**config.mk**
```make
export PLATFORM = sky130hd
export DESIGN_NAME = if_id_queue
export DESIGN_NICKNAME = d
export VERILOG_FILES = /design/src/rtl/if_id_queue.sv
export SDC_FILE = /design/constraint.sdc
export NUM_CORES = 1
export LEC_CHECK = 0
export ABC_CLOCK_PERIOD_IN_PS = 22400
export CORE_MARGIN = 1.5
export CORE_UTILIZATION = 54
export CTS_CLUSTER_SIZE = 14
export DETAILED_ROUTE_END_ITERATION = 12
export PLACE_DENSITY = 0.77
export REMOVE_ABC_BUFFERS = 1
export SETUP_SLACK_MARGIN = 0.05
export SYNTH_ARGS = -nofsm -noshare
export SYNTH_HDL_FRONTEND = slang
export SYNTH_SLANG_ARGS = --single-unit
```
**constraint.sdc**
```tcl
create_clock -name clk -period 22.4 [get_ports clk]
set_input_delay 3.36 -clock clk [delete_from_list [all_inputs] [get_ports clk]]
set_output_delay 3.36 -clock clk [all_outputs]
set_load 0.01 [all_outputs]
```
**src/rtl/if_id_queue.sv**
```systemverilog
// if_id_queue: DEPTH-entry IF/ID instruction queue with valid/ready on both sides,
// synchronous flush for redirects, and NOP-padded show-ahead output when empty.
module if_id_queue #(
    parameter int XLEN = 32,
    parameter int ILEN = 32,
    parameter int DEPTH = 4,
    parameter logic [ILEN-1:0] NOP_INSN = 32'h00000013
) (
    input  logic                       clk,
    input  logic                       rst,
    input  logic                       flush,
    input  logic                       in_valid,
    output logic                       in_ready,
    input  logic [XLEN-1:0]            pc_in,
    input  logic [ILEN-1:0]            instruction_in,
    output logic                       out_valid,
    input  logic                       out_ready,
    output logic [XLEN-1:0]            pc_out,
    output logic [ILEN-1:0]            instruction_out,
    output logic [$clog2(DEPTH+1)-1:0] count
);
    localparam int AW = $clog2(DEPTH);
    localparam int CW = $clog2(DEPTH+1);

    logic [XLEN-1:0] r_pc   [DEPTH];
    logic [ILEN-1:0] r_insn [DEPTH];
    logic [AW-1:0]   r_wr, r_rd;
    logic [CW-1:0]   r_count;
    logic            w_push, w_pop;

    // Occupancy alone decides full/empty, so in_ready never depends on out_ready.
    assign in_ready        = r_count != CW'(DEPTH);
    assign out_valid       = r_count != '0;
    assign w_push          = in_valid && in_ready;
    assign w_pop           = out_valid && out_ready;
    assign pc_out          = out_valid ? r_pc[r_rd] : '0;
    assign instruction_out = out_valid ? r_insn[r_rd] : NOP_INSN;
    assign count           = r_count;

    always_ff @(posedge clk or posedge rst) begin
        if (rst) begin
            r_wr    <= '0;
            r_rd    <= '0;
            r_count <= '0;
            for (int i = 0; i < DEPTH; i++) begin
                r_pc[i]   <= '0;
                r_insn[i] <= NOP_INSN;
            end
        end else if (flush) begin
            r_wr    <= '0;
            r_rd    <= '0;
            r_count <= '0;
        end else begin
            if (w_push) begin
                r_pc[r_wr]   <= pc_in;
                r_insn[r_wr] <= instruction_in;
                r_wr         <= r_wr + AW'(1);
            end
            if (w_pop)
                r_rd <= r_rd + AW'(1);
            r_count <= r_count + CW'(w_push) - CW'(w_pop);
        end
    end
endmodule

```
==> results_dict.tcl, run 1 <==
set metrics [dict create \
    arrival_ps 3500 \
    cp_slowest_stage_delay_ps 790 \
    clock-skew-final_ps 8.60 \
    rr_endpoint "r_insn[61]" \
    wl_met1_um 11900 \
    grt_overflow_total 0 \
    synth-compound-area-share 0.00227 \
    avgRoutedWirePerCell_um 21.0 \
    wirelength_um 25400 \
    crit_type "register to output port" \
    yosysWarnings 0 \
    startpoint "count[1]" \
    hold_path_class "register to register" \
    fmax_mhz 146 \
    worst_pin_slew_ps 996 \
    postCtsSetupBuffers 0 \
    numClockSinks 263 \
    dr_wl_met2_um 12000 \
    antenna_cells 0 \
    cts_max_level 1 \
    path_max_fanout 33 \
    die_y_um 159 \
    via_per_inst 5.50 \
    grt_pass1_wl_um 41800 \
    tns_ps 0 \
    vias 6652 \
    worstHoldStart "r_pc[39]" \
    ys_ff_latch 263 \
    nets 941 \
    clk_latency_ps 530 \
    fin_crit_ps 6860 \
    port_buffers 137 \
    fp-row-count 57 \
    reg2regPathDepth 4 \
    synth_top_family_by_area "multiplexers" \
    max-slew-margin-rel 0.336 \
    cp_slowest_cell "clkinv_1" \
    drt-initial-drc-count 385 \
    crit_end "instruction_out[31]" \
    numCtsBuffers 28 \
    leakagePower_nw 6.66 \
    die_w_um 159 \
    cp-start-kind "register" \
    grt_use_total 0.206 \
    dr.pass1.iters 4 \
    outcome "complete, no violations" \
    required_ps 19040 \
    core_sq_mm 0.0242 \
    cp-end-kind "output port" \
    start_util 0.546 \
    place_hpwl_um 14800 \
    rrSetupSlack_ps 19670 \
    rsz0062_at_grt "no" \
    ys_seq_area_frac 0.500 \
    top_layer_used "met4" \
    syn_inst 739 \
    worstReg2RegStart "count[1]" \
    clkTransAtPathRegs_ps 60 \
    drtAntennaViolNets 0 \
    gp_congestion 0.705 \
    drc 0 \
    hold_buffers 0 \
    peakVddDrop_mv 0.0669 \
    power_density_mw_per_mm2 142 \
    root_buffer "clkbuf_16" \
    io_pins 138 \
    slew_violations 0 \
    die_area_sq_mm 0.0254 \
    cts_tree "yes" \
    grt_pass1_vias 7270 \
    synth-simple-area-share 0.0408 \
    final_core_utilization 0.634 \
    clockBufferDepth 3 \
    cts_resized 0 \
    met3_length_um 990 \
    avgSynthCellArea_sq_um 17.9 \
    synthAdderAreaFrac 0.00720 \
    ys_types 31 \
    hold_viol_final 0 \
    syn2layout_area_growth_pct 16.1 \
    drive_above_1_share 0.450 \
    setup_violations 0 \
    netlist_area_sq_mm 0.0132 \
    cap_violations 0 \
    period_share 0.306 \
    synth_mux_area_frac 0.396 \
    antenna_found_initial 0 \
    synth-xor-area-share 0.00133 \
    grt_start_max_net_pins 125 \
    crit_chain "nor3_1, clkinv_1, buf_4, and2_1, clkdlybuf4s50_1" \
]
==> area by class of cell <==
| type | instances | area (sq um) |
|---|---|---|
| clock buffer | 41 | 841 |
| clock inverter | 9 | 97.6 |
| fill | 1719 | 8850 |
| inverter | 8 | 37.5 |
| multi-input combinational | 418 | 5910 |
| sequential | 263 | 6600 |
| tap | 324 | 405 |
| timing repair buffer | 146 | 1440 |
==> worst max-delay path: cells and delay by family, from the launching register on <==
family	cells	cell delay (ps)
and+or+nand+nor	2	690
buffers and inverters	3	1790
DFF	1	450
==> cells in the mapped netlist <==
library cell | n | area [sq um]
or3b_1 | 1 | 8.76
nor2b_1 | 1 | 6.26
nand2b_1 | 1 | 6.26
or3_1 | 1 | 6.26
xor2_1 | 2 | 17.5
and2_1 | 62 | 388
and2_2 | 1 | 7.51
inv_1 | 8 | 30.0
fa_1 | 1 | 20.0
buf_2 | 8 | 40.0
mux4_2 | 64 | 1440
nand3_1 | 1 | 5.00
buf_12 | 28 | 561
dfrtp_1 | 251 | 6280
or2_2 | 3 | 18.8
buf_6 | 2 | 22.5
dfstp_2 | 12 | 315
nor2_1 | 4 | 15.0
o21ai_0 | 2 | 10.0
ha_1 | 6 | 75.1
mux2_2 | 16 | 180
o31ai_1 | 2 | 15.0
a21oi_1 | 1 | 5.00
mux2_4 | 240 | 3600
and2b_2 | 1 | 8.76
and3_4 | 4 | 45.0
nand4b_1 | 1 | 8.76
clkbuf_1 | 8 | 30.0
nor3_1 | 2 | 10.0
nand2_1 | 1 | 3.75
buf_1 | 4 | 15.0
==> sequential cells by signal, indices dropped and copies added, names as in the netlist <==
signal  count
r_rd        2
r_insn    128
r_pc      128
r_wr        2
count       3
==> per-layer routing <==
| layer | GRT usage | up-vias |
|---|---|---|
| li1 | - | 2917 |
| met1 | 0.304 | 3565 |
| met2 | 0.324 | 132 |
| met3 | 0.0320 | 38 |
| met4 | 0.0489 | 0 |
| met5 | 0 | - |
==> stage by stage <==
stage          setup slack (ps)  instance area (sq um)  total power, mW  cells  hold WS (ps)
6_report                  15540                  15300             2.17   1209           504
5_1_grt                   15270                  15300             2.28   1209           517
3_5_place_dp              16000                  14400             1.71   1159           489
2_1_floorplan             11820                  12500             1.41    689           475
4_1_cts                   15440                  15300             2.19   1209           505
3_3_place_gp              16130                  14400             1.69   1159           483
==> power breakdown <==
part | total [mW] | switching [mW] | internal (mW)
registers | 0.827 | 0.136 | 0.691
logic | 0.876 | 0.273 | 0.603
clock network | 0.466 | 0.185 | 0.281
total | 2.17 | 0.594 | 1.57
==> cells by family (layout without fill, tap and decap cells) <==
logic type	after synthesis	in the layout
mux	320	320
flops	263	263
xor+xnor	2	2
simple gates	84	84
compound gates	5	5
fa+ha+maj	7	7
buf+inv	58	204
==> placed cells by master, fill, tap and decap left out <==
cell type	instances
nand2_1	1
o21ai_0	2
or2_2	3
clkbuf_16	29
nor2b_1	1
or3_1	1
nor2_1	4
and2_2	1
o31ai_1	2
clkinv_1	1
dfrtp_4	2
buf_4	9
mux2_2	16
inv_1	6
bufinv_16	2
clkdlybuf4s50_1	137
ha_1	6
dfrtp_1	249
mux4_2	64
a21oi_1	1
inv_8	1
clkinv_2	6
and3_4	4
nor3_1	2
nand3_1	1
mux2_4	240
dfstp_2	12
and2b_2	1
clkinvlp_4	1
nand2b_1	1
or3b_1	1
nand4b_1	1
and2_1	62
clkbuf_1	5
fa_1	1
clkbuf_8	7
xor2_1	2
==> worst min path at each step <==
| stage | to | slack [ps] | cells past startpoint |
|---|---|---|---|
| after CTS | r_pc[39] | 510 | 1 |
| after detailed placement | r_pc[61] | 490 | 1 |
| final | r_pc[39] | 500 | 1 |
| after global routing | r_insn[48] | 520 | 1 |
| after floorplan | r_insn[27] | 480 | 1 |
| after global placement | r_insn[30] | 480 | 1 |
Note: power is estimated with default switching activity, not from simulation.
==> run 2: changes to the inputs <==
ABC_CLOCK_PERIOD_IN_PS = 6400   (was 22400)
clock period = 6.4 ns   (was 22.4 ns; I/O delays follow)
==> results_dict.tcl, run 2 (same netlist as run 1, synthesis figures left out) <==
set metrics [dict create \
    outcome "complete, no violations" \
    cts_tree "yes" \
    crit_type "register to output port" \
    period_share 0.692 \
    place_hpwl_um 15200 \
    slew_violations 0 \
    final_cell_mix "249 x dfrtp_1, 240 x mux2_4, 137 x clkdlybuf4s50_1, 64 x mux4_2, 62 x and2_1" \
    grt_use_total 0.209 \
    hold_path_class "register to register" \
    die_y_um 159 \
    die_w_um 159 \
    rsz0062_at_grt "no" \
    grt_overflow_total 0 \
    grt_pass1_vias 7510 \
    avgRoutedWirePerCell_um 21.1 \
    final_core_utilization 0.635 \
    clkPwrFrac 0.216 \
    required_ps 5440 \
    core_sq_mm 0.0242 \
    vias 6660 \
    p_switching_mw 2.09 \
    path_max_fanout 33 \
    clkTransAtPathRegs_ps 60 \
    hold_buffers 0 \
    leakagePower_nw 6.67 \
    drtAntennaViolNets 0 \
    clk_latency_ps 520 \
    drt-initial-drc-count 343 \
    setup_violations 0 \
    cp-end-kind "output port" \
    tns_ps 0 \
    root_buffer "clkbuf_16" \
    fin_crit_ps 4430 \
    p_sw_frac 0.275 \
    grt_start_max_net_pins 122 \
    io_pins 138 \
    cts_max_level 1 \
    combPwrFrac 0.400 \
    wirelength_um 25600 \
    arrival_ps 3470 \
    syn2layout_area_growth_pct 16.4 \
    p_int_mw 5.53 \
    drive_above_1_share 0.449 \
    nets 941 \
    peakVddDrop_mv 0.292 \
    die_area_sq_mm 0.0254 \
    start_util 0.546 \
    mostFrequentLayoutCell "dfrtp_1" \
    hold_viol_final 0 \
    postCtsSetupBuffers 0 \
    fmax_mhz 226 \
    max-slew-margin-rel 0.301 \
    drc 0 \
    stdcell_count 1212 \
    numCtsBuffers 28 \
    gp_congestion 0.722 \
    antenna_found_initial 1 \
    clock-skew-final_ps 7.92 \
    grt_pass1_wl_um 42500 \
    rrSetupSlack_ps 3610 \
    cap_violations 0 \
    dr.pass1.iters 4 \
    dp_cells 1159 \
    seqPwrFrac 0.383 \
    cp-start-kind "register" \
    port_buffers 137 \
    numClockSinks 263 \
    clockBufferDepth 3 \
    via_per_inst 5.50 \
    cts_resized 0 \
    power_density_mw_per_mm2 496 \
    fp-row-count 57 \
    worst_pin_slew_ps 1050 \
]
[run 2: worst paths after layout]
path | startpoint | endpoint | depth (start not counted)
min reg2reg | r_insn[47] | r_insn[47] | 1
max | count[1] | instruction_out[15] | 5
min | r_insn[47] | r_insn[47] | 1
max reg2reg | count[2] | r_insn[29] | 4
min in group asynchronous | rst | r_insn[109] | 2
max in group asynchronous | rst | r_pc[30] | 3
[run 2: power by group through the flow]
stage,clock [mW],combinational (mW),sequential [mW]
5_1_grt,1.75,3.26,3.02
2_1_floorplan,0,2.13,2.79
4_1_cts,1.68,3.10,2.93
6_report,1.65,3.05,2.92
3_5_place_dp,0,3.08,2.93
3_3_place_gp,0,3.02,2.91
[run 2: metal layers]
layer	wire length (um)	global-route usage
met1	11900	0.304
met2	12300	0.338
met3	920	0.0289
met4	450	0.0476
met5	0	0
[run 2: cell type report]
type,count,area (sq um)
Timing Repair Buffer,146,1450
Fill cell,1721,8820
Antenna cell,1,2.50
Clock buffer,44,862
Clock inverter,8,90.1
Sequential cell,263,6600
Inverter,8,37.5
Multi-Input combinational cell,418,5910
Tap cell,324,405
[run 2: critical path: stages (launching register included)]
cell and delay [ps]:
dfrtp_1 450, nor3_1 500, clkinv_1 790, buf_4 500
and2_1 200, clkdlybuf4s50_1 480
[run 2: per-stage QoR]
step                worst slack (ps)  hold WS [ps]  power, mW  area [sq um]
CTS                             1870           504       7.71         15400
finish                          1970           504       7.63         15400
detailed placement              2440           489       6.01         14400
floorplan                      -1780           475       4.92         12500
global route                    1620           514       8.04         15400
global placement                2550           484       5.93         14400
==> run 3: changes to the inputs <==
ABC_CLOCK_PERIOD_IN_PS = 3750   (was 6400)
CORE_UTILIZATION = 52   (was 54)
clock period = 3.75 ns   (was 6.4 ns; I/O delays follow)
==> results_dict.tcl, run 3 (same netlist as run 1, synthesis figures left out) <==
set metrics [dict create \
    clkPwrFrac 0.206 \
    worstReg2RegStart "count[1]" \
    path_delay_family "buffers and inverters" \
    rrSetupSlack_ps 1030 \
    cp_num_buf_inv 2 \
    cp-start-kind "register" \
    power_density_mw_per_mm2 836 \
    die_w_um 162 \
    setup_violations 0 \
    fp-row-count 58 \
    reg2regPathDepth 11 \
    nets 956 \
    combPwrFrac 0.413 \
    numCtsBuffers 29 \
    hold_buffers 0 \
    final_cell_mix "249 x dfrtp_1, 240 x mux2_4, 137 x clkdlybuf4s50_1, 64 x mux4_2, 62 x and2_1" \
    max-slew-margin-rel 0.551 \
    hold_path_class "register to register" \
    setup_ws_ps 381 \
    dp_slack_ps 900 \
    gp_congestion 0.747 \
    cp_slowest_stage_delay_ps 740 \
    antenna_found_initial 0 \
    clk_latency_ps 530 \
    cp.depth 4 \
    leakagePower_nw 6.75 \
    die_area_sq_mm 0.0263 \
    start_util 0.527 \
    die_y_um 162 \
    syn2layout_area_growth_pct 17.6 \
    port_buffers 137 \
    cts_max_level 1 \
    drc 0 \
    drtAntennaViolNets 0 \
    grt_use_total 0.205 \
    drive_above_1_share 0.458 \
    clkTransAtPathRegs_ps 60 \
    crit_type "register to output port" \
    place_hpwl_um 16300 \
    seqPwrFrac 0.381 \
    antenna_cells 0 \
    power_mw 13.0 \
    fmax_mhz 297 \
    path_max_fanout 24 \
    rr_endpoint "count[2]" \
    numClockSinks 263 \
    cap_violations 0 \
    required_ps 3190 \
    mostFrequentLayoutCell "dfrtp_1" \
    slew_violations 0 \
    postCtsSetupBuffers 0 \
    grt_start_max_net_pins 91 \
    worst_pin_slew_ps 673 \
    clock-skew-final_ps 17.7 \
    fin_crit_ps 3370 \
    avgRoutedWirePerCell_um 21.1 \
    grt_overflow_total 0 \
    hold_viol_final 0 \
    p_int_mw 9.38 \
    crit_end "pc_out[11]" \
    period_share 0.898 \
    clockBufferDepth 3 \
    startpoint "r_rd[0]" \
    p_switching_mw 3.59 \
    cp-end-kind "output port" \
    dr.pass1.iters 4 \
    cts_resized 0 \
    arrival_ps 2810 \
    root_buffer "clkbuf_16" \
    io_pins 138 \
    wirelength_um 25900 \
    fill_cells 1828 \
    cp_slowest_cell "dfrtp_4" \
    p_sw_frac 0.277 \
    cts_tree "yes" \
    grt_pass1_wl_um 42500 \
    outcome "complete, no violations" \
    drt-initial-drc-count 323 \
    rsz0062_at_grt "no" \
    vias 6638 \
    crit_chain "buf_12, mux4_2, and2_1, clkdlybuf4s50_1" \
    via_per_inst 5.40 \
    peakVddDrop_mv 0.407 \
    grt_pass1_vias 7436 \
    core_sq_mm 0.0250 \
]
run 3: cell count changes in the layout (fill, tap and decap cells not counted):
cell       before  now
buf_12          1    9
buf_4           8   14
bufinv_16       2    0
clkinv_1        1    0
diode_2         1    0
inv_2           0    1
inv_6           0    1
run 3: worst min-delay path by stage:
stage                       to        from  cells past startpoint
global placement    r_insn[79]  r_insn[79]                      1
floorplan           r_insn[27]  r_insn[27]                      1
global route          r_pc[35]    r_pc[35]                      1
finish                r_pc[33]    r_pc[33]                      1
detailed placement  r_insn[38]  r_insn[38]                      1
CTS                   r_pc[35]    r_pc[35]                      1
run 3: metrics by stage:
stage	hold slack, ps	setup TNS (ps)	util	instance area [sq um]	cells
floorplan	475	-1039320	-	12500	689
global placement	486	0	0.584	14600	1179
detailed placement	488	0	0.584	14600	1179
CTS	505	0	0.620	15500	1230
global route	511	0	0.620	15500	1230
finish	504	0	0.620	15500	1230
run 3: metal layers:
metal  track usage  share of wire  vias to the layer above
met3        0.0263          0.040                       26
met1         0.298           0.47                     3525
met4        0.0417          0.012                        0
met5             0              0                        -
li1              -              -                     2953
met2         0.333           0.48                      134
run 3: worst reg2reg max path, stage by stage (launching register included):
cell and delay (ps):
dfrtp_1 460, or3b_1 530, and2_2 270, inv_1 70
ha_1 220, inv_1 60, ha_1 130, inv_1 40
fa_1 370, xor2_1 170, and2_1 170, nor3_1 160
run 3: area by class of cell:
type | count | area (sq um) | area share
Sequential cell | 263 | 6600 | 0.426
Multi-Input combinational cell | 418 | 5910 | 0.381
Timing Repair Buffer | 160 | 1660 | 0.107
Clock buffer | 44 | 862 | 0.0556
Tap cell | 330 | 413 | 0.0266
Clock inverter | 7 | 38.8 | 0.00250
Inverter | 8 | 37.5 | 0.00242
run 3: power groups by stage:
| stage | Sequential [mW] | Clock [mW] | Combinational [mW] |
|---|---|---|---|
| 6_report | 4.94 | 2.67 | 5.36 |
| 3_3_place_gp | 4.91 | 0 | 5.30 |
| 2_1_floorplan | 4.76 | 0 | 3.63 |
| 3_5_place_dp | 4.94 | 0 | 5.40 |
| 4_1_cts | 4.94 | 2.74 | 5.43 |
| 5_1_grt | 5.09 | 2.86 | 5.73 |
